--- src/rtl/div_sequencer_pkg.sv ---
// Shared divider definitions: FSM state encodings, default operand width and
// the ALU control codes that select the divider in the EXE stage.
package div_sequencer_pkg;

  localparam int DIV_WIDTH_DEF = 32;

  typedef enum logic [1:0] {
    S_IDLE = 2'd0,
    S_ZERO = 2'd1,
    S_BUSY = 2'd2,
    S_DONE = 2'd3
  } div_state_t;

  localparam logic [7:0] ALU_OP_DIV  = 8'h1A;
  localparam logic [7:0] ALU_OP_DIVU = 8'h1B;

  function automatic logic is_div_op(input logic [7:0] aluop);
    return (aluop == ALU_OP_DIV) || (aluop == ALU_OP_DIVU);
  endfunction

endpackage

--- src/rtl/div_step.sv ---
// One combinational restoring-division step: trial-subtract the divisor from
// the shifted partial remainder and keep the difference only if it fits.
module div_step
  import div_sequencer_pkg::*;
#(
  parameter int DIV_WIDTH = DIV_WIDTH_DEF
) (
  input  logic [DIV_WIDTH:0]   i_partial_rem,
  input  logic [DIV_WIDTH-1:0] i_divisor,
  output logic [DIV_WIDTH-1:0] o_next_rem,
  output logic                 o_q_bit
);

  logic [DIV_WIDTH:0] w_diff;

  // The partial remainder is always below twice the divisor, so the top bit
  // of the difference is a reliable borrow flag.
  assign w_diff     = i_partial_rem - {1'b0, i_divisor};
  assign o_q_bit    = ~w_diff[DIV_WIDTH];
  assign o_next_rem = o_q_bit ? w_diff[DIV_WIDTH-1:0] : i_partial_rem[DIV_WIDTH-1:0];

endmodule

--- src/rtl/div_sequencer.sv ---
// Multi-cycle signed/unsigned divider for the EXE stage: latches operands on
// start, iterates one quotient bit per cycle and pulses ready with {rem, quot}.
module div_sequencer
  import div_sequencer_pkg::*;
#(
  parameter int DIV_WIDTH = DIV_WIDTH_DEF
) (
  input  logic                   clk,
  input  logic                   rst,
  input  logic                   start,
  input  logic                   signed_div,
  input  logic                   annul,
  input  logic [DIV_WIDTH-1:0]   opdata1,
  input  logic [DIV_WIDTH-1:0]   opdata2,
  output logic [2*DIV_WIDTH-1:0] result,
  output logic                   ready,
  output logic                   busy
);

  localparam int CNT_W = $clog2(DIV_WIDTH);
  localparam logic [CNT_W-1:0] LAST_STEP = CNT_W'(DIV_WIDTH - 1);

  div_state_t             r_state;
  logic [CNT_W-1:0]       r_count;
  logic [DIV_WIDTH-1:0]   r_quot;
  logic [DIV_WIDTH-1:0]   r_rem;
  logic [DIV_WIDTH-1:0]   r_divisor;
  logic                   r_signed;
  logic                   r_sign_a;
  logic                   r_sign_b;
  logic [2*DIV_WIDTH-1:0] r_result;
  logic                   r_ready;
  logic                   r_busy;

  logic                 w_a_neg;
  logic                 w_b_neg;
  logic [DIV_WIDTH-1:0] w_a_mag;
  logic [DIV_WIDTH-1:0] w_b_mag;
  logic [DIV_WIDTH:0]   w_partial;
  logic [DIV_WIDTH-1:0] w_next_rem;
  logic                 w_q_bit;
  logic [DIV_WIDTH-1:0] w_quot_next;
  logic [DIV_WIDTH-1:0] w_quot_fix;
  logic [DIV_WIDTH-1:0] w_rem_fix;

  assign w_a_neg = signed_div & opdata1[DIV_WIDTH-1];
  assign w_b_neg = signed_div & opdata2[DIV_WIDTH-1];
  assign w_a_mag = w_a_neg ? -opdata1 : opdata1;
  assign w_b_mag = w_b_neg ? -opdata2 : opdata2;

  // r_quot starts as the dividend magnitude and is shifted out MSB-first
  // while quotient bits are shifted in at the bottom.
  assign w_partial   = {r_rem, r_quot[DIV_WIDTH-1]};
  assign w_quot_next = {r_quot[DIV_WIDTH-2:0], w_q_bit};

  div_step #(
    .DIV_WIDTH(DIV_WIDTH)
  ) u_div_step (
    .i_partial_rem(w_partial),
    .i_divisor    (r_divisor),
    .o_next_rem   (w_next_rem),
    .o_q_bit      (w_q_bit)
  );

  assign w_quot_fix = (r_signed & (r_sign_a ^ r_sign_b)) ? -w_quot_next : w_quot_next;
  assign w_rem_fix  = (r_signed & r_sign_a) ? -w_next_rem : w_next_rem;

  // NOTE: all state here is written with non-blocking assignments so every
  // register samples the pre-edge values regardless of statement order.
  always_ff @(posedge clk) begin
    if (rst) begin
      r_state   <= S_IDLE;
      r_count   <= '0;
      r_quot    <= '0;
      r_rem     <= '0;
      r_divisor <= '0;
      r_signed  <= 1'b0;
      r_sign_a  <= 1'b0;
      r_sign_b  <= 1'b0;
      r_result  <= '0;
      r_ready   <= 1'b0;
      r_busy    <= 1'b0;
    end else begin
      case (r_state)
        S_IDLE: begin
          r_ready <= 1'b0;
          if (start && !annul) begin
            r_quot    <= w_a_mag;
            r_divisor <= w_b_mag;
            r_rem     <= '0;
            r_count   <= '0;
            r_signed  <= signed_div;
            r_sign_a  <= opdata1[DIV_WIDTH-1];
            r_sign_b  <= opdata2[DIV_WIDTH-1];
            r_busy    <= 1'b1;
            if (opdata2 == '0) begin
              // Divide by zero completes immediately with a zero result.
              r_state  <= S_ZERO;
              r_result <= '0;
              r_ready  <= 1'b1;
            end else begin
              r_state <= S_BUSY;
            end
          end
        end

        S_ZERO: begin
          r_state <= S_IDLE;
          r_ready <= 1'b0;
          r_busy  <= 1'b0;
        end

        S_BUSY: begin
          if (annul) begin
            r_state <= S_IDLE;
            r_count <= '0;
            r_busy  <= 1'b0;
          end else begin
            r_rem   <= w_next_rem;
            r_quot  <= w_quot_next;
            r_count <= r_count + 1'b1;
            if (r_count == LAST_STEP) begin
              r_state  <= S_DONE;
              r_result <= {w_rem_fix, w_quot_fix};
              r_ready  <= 1'b1;
              r_busy   <= 1'b0;
            end
          end
        end

        S_DONE: begin
          r_state <= S_IDLE;
          r_ready <= 1'b0;
        end

        default: begin
          r_state <= S_IDLE;
          r_ready <= 1'b0;
          r_busy  <= 1'b0;
        end
      endcase
    end
  end

  assign result = r_result;
  assign ready  = r_ready;
  assign busy   = r_busy;

endmodule

--- config.mk ---
export PLATFORM = sky130hd
export DESIGN_NAME = div_sequencer
export DESIGN_NICKNAME = d
export VERILOG_FILES = /design/src/rtl/div_sequencer_pkg.sv /design/src/rtl/div_step.sv /design/src/rtl/div_sequencer.sv
export SDC_FILE = /design/constraint.sdc
export NUM_CORES = 1
export LEC_CHECK = 0
export BUFFER_PORTS_ARGS = -buffer_cell sky130_fd_sc_hd__buf_2
export CAP_MARGIN = 20
export CORE_ASPECT_RATIO = 0.6
export CORE_MARGIN = 3
export CORE_UTILIZATION = 60
export CTS_CLUSTER_DIAMETER = 200
export DETAILED_ROUTE_END_ITERATION = 7
export PLACE_DENSITY = 0.89
export SYNTH_ARGS = -nofsm -noshare
export SYNTH_HDL_FRONTEND = slang
export SYNTH_HIERARCHICAL = 1
export SYNTH_SLANG_ARGS = --single-unit
--- constraint.sdc ---
create_clock -name clk -period 5.86 [get_ports clk]
set_clock_uncertainty 0.2 [all_clocks]
set_input_delay 0.586 -clock clk [delete_from_list [all_inputs] [get_ports clk]]
set_output_delay 0.586 -clock clk [all_outputs]
set_load 0.02 [all_outputs]
==> results.txt <==
The net count after synthesis came out at between 1.5k and 2k. At the worst endpoint, the required time is 5980 ps. After the last flow step, the layout net total stands at 1,620. The number of buffers created by CTS is 17. The first-iteration detailed-routing DRC count is roughly 1.3k. The power density normalized to cell area is around 430 nW/um2. For this design the static power due to leakage is 5.07 nW. Traced cell by cell, the critical path runs through inv_1 > ha_1 > fa_1 > and2b_1 > o2111ai_2 > a21oi_2 > o2111ai_1 > a211oi_2 > nor2_4 > mux2i_4 > and2_4 > inv_8 > mux2_4 > or4_1 > or4_4 > nor4_4 > buf_4 > a31oi_1 > xnor2_1 > o2bb2ai_1. The clock edge transition at the registers on the reported setup and hold paths is ~70 ps.

The die boundary height is between 100 and 150 um. Leaving out fill and tap cells, the most frequent cells in the layout are 172 x sky130_fd_sc_hd__dfxtp_1, 133 x sky130_fd_sc_hd__buf_2, 127 x sky130_fd_sc_hd__nor2_1. The remaining global-route overflow is 0. The run finished with clean final reports. The total wire length after detailed routing came out at between 30,000 and 40,000 um. The tree is rooted in a sky130_fd_sc_hd__clkbuf_16. The number of iterations in the first detailed-routing pass is 6. The final count of hold timing violations was 0.

The synthesized netlist contains 90 unique library cells. Cells fill a little over two thirds of the core in the end. Headroom to the max-slew limit came out at between 10% and 20%. The highest achievable clock rate came out at around 180 MHz. Final hold analysis gives a worst-case slack of 230 ps. The clock insertion delay at the later pin of the skew report is roughly 440 ps.

For the worst setup path, the data arrival time is about 5800 ps. Summing all placed instances gives a cell area of roughly 12,000 um2. The final number of setup-violating endpoints came out at 0.

The HPWL after detailed placement is between 20,000 and 30,000 um. The sequential cell area fraction in the yosys report is a little under a third. The count of pins over their slew limit is 0. The number of diodes came out at 0. In the synthesized netlist the dominant register cell turns out to be sky130_fd_sc_hd__dfxtp_1. After technology mapping, the gate count stands at between 1k and 1.5k. The worst-case vdd ir drop is 0.321 mV. On the critical path, the stage with the largest delay is an instance of sky130_fd_sc_hd__or4_1. The initial core utilization came out at ~62%. The I/O pin count came out at between 100 and 150. The largest net degree at the start of global routing came out at 74. The die width came out at 184 um. The die footprint came out at slightly above 20,000 um2. The overall power after layout came out at 5.49 mW. The post-synthesis register bit count is ~170. The number of synthesized flops with an enable pin came out at 0. The site row count is 38. The detailed-route wire length per cell is 20.5 um. The synthesized netlist occupies a cell area of 11,400 um2. The total number of vias is between 10k and 15k. Counting both buffers and inverters, the worst setup path holds a total of 3.

The number of global-route vias before repair is roughly 10k. The clock sink count is 172. The type of the worst min-delay path is in2reg. In this run the worst path has a maximum fanout of 12. The worst setup path is captured at a flip-flop.

The post-cts hold buffer count is 0. The async set-reset flop share out of synthesis is 0%. The final period utilization is a little over nine tenths. The worst setup margin is around 230 ps. The initial antenna violation count came out at 0. The final routed DRC violation total is 0. CTS built an H-tree with a depth of 4. The post-layout instance area came out at 12,800 um2. The total placed cells including tap cells came out at ~1.7k. In this design, the largest share of critical-path delay is due to simple AND/OR/NAND/NOR gates.

The routability-driven placement congestion ratio is about 0.96. The total negative slack for setup checks is 0 ps. For this run, the slowest stage of the critical path takes approximately 610 ps. The final critical delay including setup and external delays came out at roughly 5600 ps. The yosys synthesis warning count came out at 6. The floorplan step defined a core boundary enclosing approximately 18,000 um2. The global-route total usage across every layer is about a third. After synthesis, the mean cell area works out to roughly 8.1 um2. The first-pass GRT wire length came out at 55,700 um. The number of nets still failing antenna checks after routing came out at 0. The number of max-cap violations came out at 0. Compared with the post-synthesis result, the final layout area differs by 12.0%. The clock passes through at most 2 buffers.

At the pin with the least slew margin, the transition time is between 1000 and 1500 ps. The startpoint-to-endpoint class of the critical path is reg2reg. STA classifies the critical path startpoint as a flip-flop. The TritonCTS clock tree is built. The via density per instance came out at ~6.5.

The share of final-layout standard cells stronger than drive strength 1 is between 10% and 20%. The final cell count without fillers came out at 1,762. The post-place setup slack came out at roughly 210 ps.

Leaving out fill and tap cells, the most frequent cell in the layout is sky130_fd_sc_hd__dfxtp_1. Input and output buffers added on the ports amount to approximately 130.
[cell type report]
type                            instances  area [um2]
Multi-Input combinational cell       1104        7360
Fill cell                            1495        5580
Sequential cell                       172        3440
Timing Repair Buffer                  159         865
Clock buffer                           19         433
Tap cell                              240         300
Inverter                               55         214
Clock inverter                         13         158
[logic make-up after synthesis]
| kind of cell | share of synthesized area [%] |
|---|---|
| mux | 3.71 |
| flops | 30.2 |
| buf+inv | 5.69 |
| fa+ha+maj | 4.67 |
| xor+xnor | 10.5 |
| simple gates | 19.5 |
| compound gates | 25.7 |
[synthesized netlist by cell type (10+ instances only)]
cell type | n | area share (%)
sky130_fd_sc_hd__a211oi_1 | 19 | 1.3
sky130_fd_sc_hd__a21o_1 | 20 | 1.3
sky130_fd_sc_hd__a21oi_1 | 123 | 5.4
sky130_fd_sc_hd__a22oi_1 | 35 | 2.3
sky130_fd_sc_hd__a31oi_1 | 25 | 1.4
sky130_fd_sc_hd__and3_1 | 12 | 0.66
sky130_fd_sc_hd__clkbuf_1 | 66 | 2.2
sky130_fd_sc_hd__dfxtp_1 | 172 | 30
sky130_fd_sc_hd__ha_1 | 41 | 4.5
sky130_fd_sc_hd__inv_1 | 54 | 1.8
sky130_fd_sc_hd__mux2_4 | 19 | 2.5
sky130_fd_sc_hd__nand2_1 | 119 | 3.9
sky130_fd_sc_hd__nand2b_1 | 13 | 0.71
sky130_fd_sc_hd__nand3_1 | 60 | 2.6
sky130_fd_sc_hd__nand4_1 | 12 | 0.66
sky130_fd_sc_hd__nor2_1 | 128 | 4.2
sky130_fd_sc_hd__nor3_1 | 30 | 1.3
sky130_fd_sc_hd__nor4_1 | 18 | 0.99
sky130_fd_sc_hd__o211ai_1 | 11 | 0.72
sky130_fd_sc_hd__o21a_1 | 10 | 0.66
sky130_fd_sc_hd__o21ai_0 | 67 | 2.9
sky130_fd_sc_hd__o2bb2ai_1 | 38 | 2.9
sky130_fd_sc_hd__o31ai_1 | 21 | 1.4
sky130_fd_sc_hd__o41ai_1 | 18 | 1.4
sky130_fd_sc_hd__or4_1 | 13 | 0.86
sky130_fd_sc_hd__xnor2_1 | 81 | 6.2
sky130_fd_sc_hd__xor2_1 | 56 | 4.3
[registers in the layout, summed over array words and instances, names as in the netlist]
signal,cells
ready,1
r_sign_b,1
result,64
r_rem,32
r_signed,1
r_sign_a,1
r_state,2
busy,1
r_quot,32
r_count,5
r_divisor,32
[timing repair]
action	4_1_cts	5_1_grt
gates resized for setup	0	2
endpoints found under the setup margin	0	15
buffers inserted	0	6
[report_power, final]
group          total [mW]  internal (mW)  leakage (nW)  switching, mW
clock network        1.16          0.641         0.284          0.519
logic                2.90           1.10          3.39           1.80
registers            1.44           1.28          1.39          0.154
[worst min-delay path: cells and delay by family]
kind                   cells  cell delay [ps]
AOI/OAI and AO/OA          1               70
and+or+nand+nor            1               50
buffers and inverters      1              110
[metal layers]
layer	global-route usage [%]	part of all wire [%]
met5	0	0
met3	10.7	15
met4	5.39	0.94
met2	43.3	37
met1	54.1	46
[worst paths after layout]
kind                   endpoint  slack, ps         from  cells after the start
setup / recovery     result[60]        230   r_quot[31]                     20
hold / removal    r_divisor[27]        230  opdata2[27]                      3
setup reg to reg     result[60]        230   r_quot[31]                     20
hold reg to reg      result[10]        250   result[10]                      2
(Power assumes the default switching activity.)
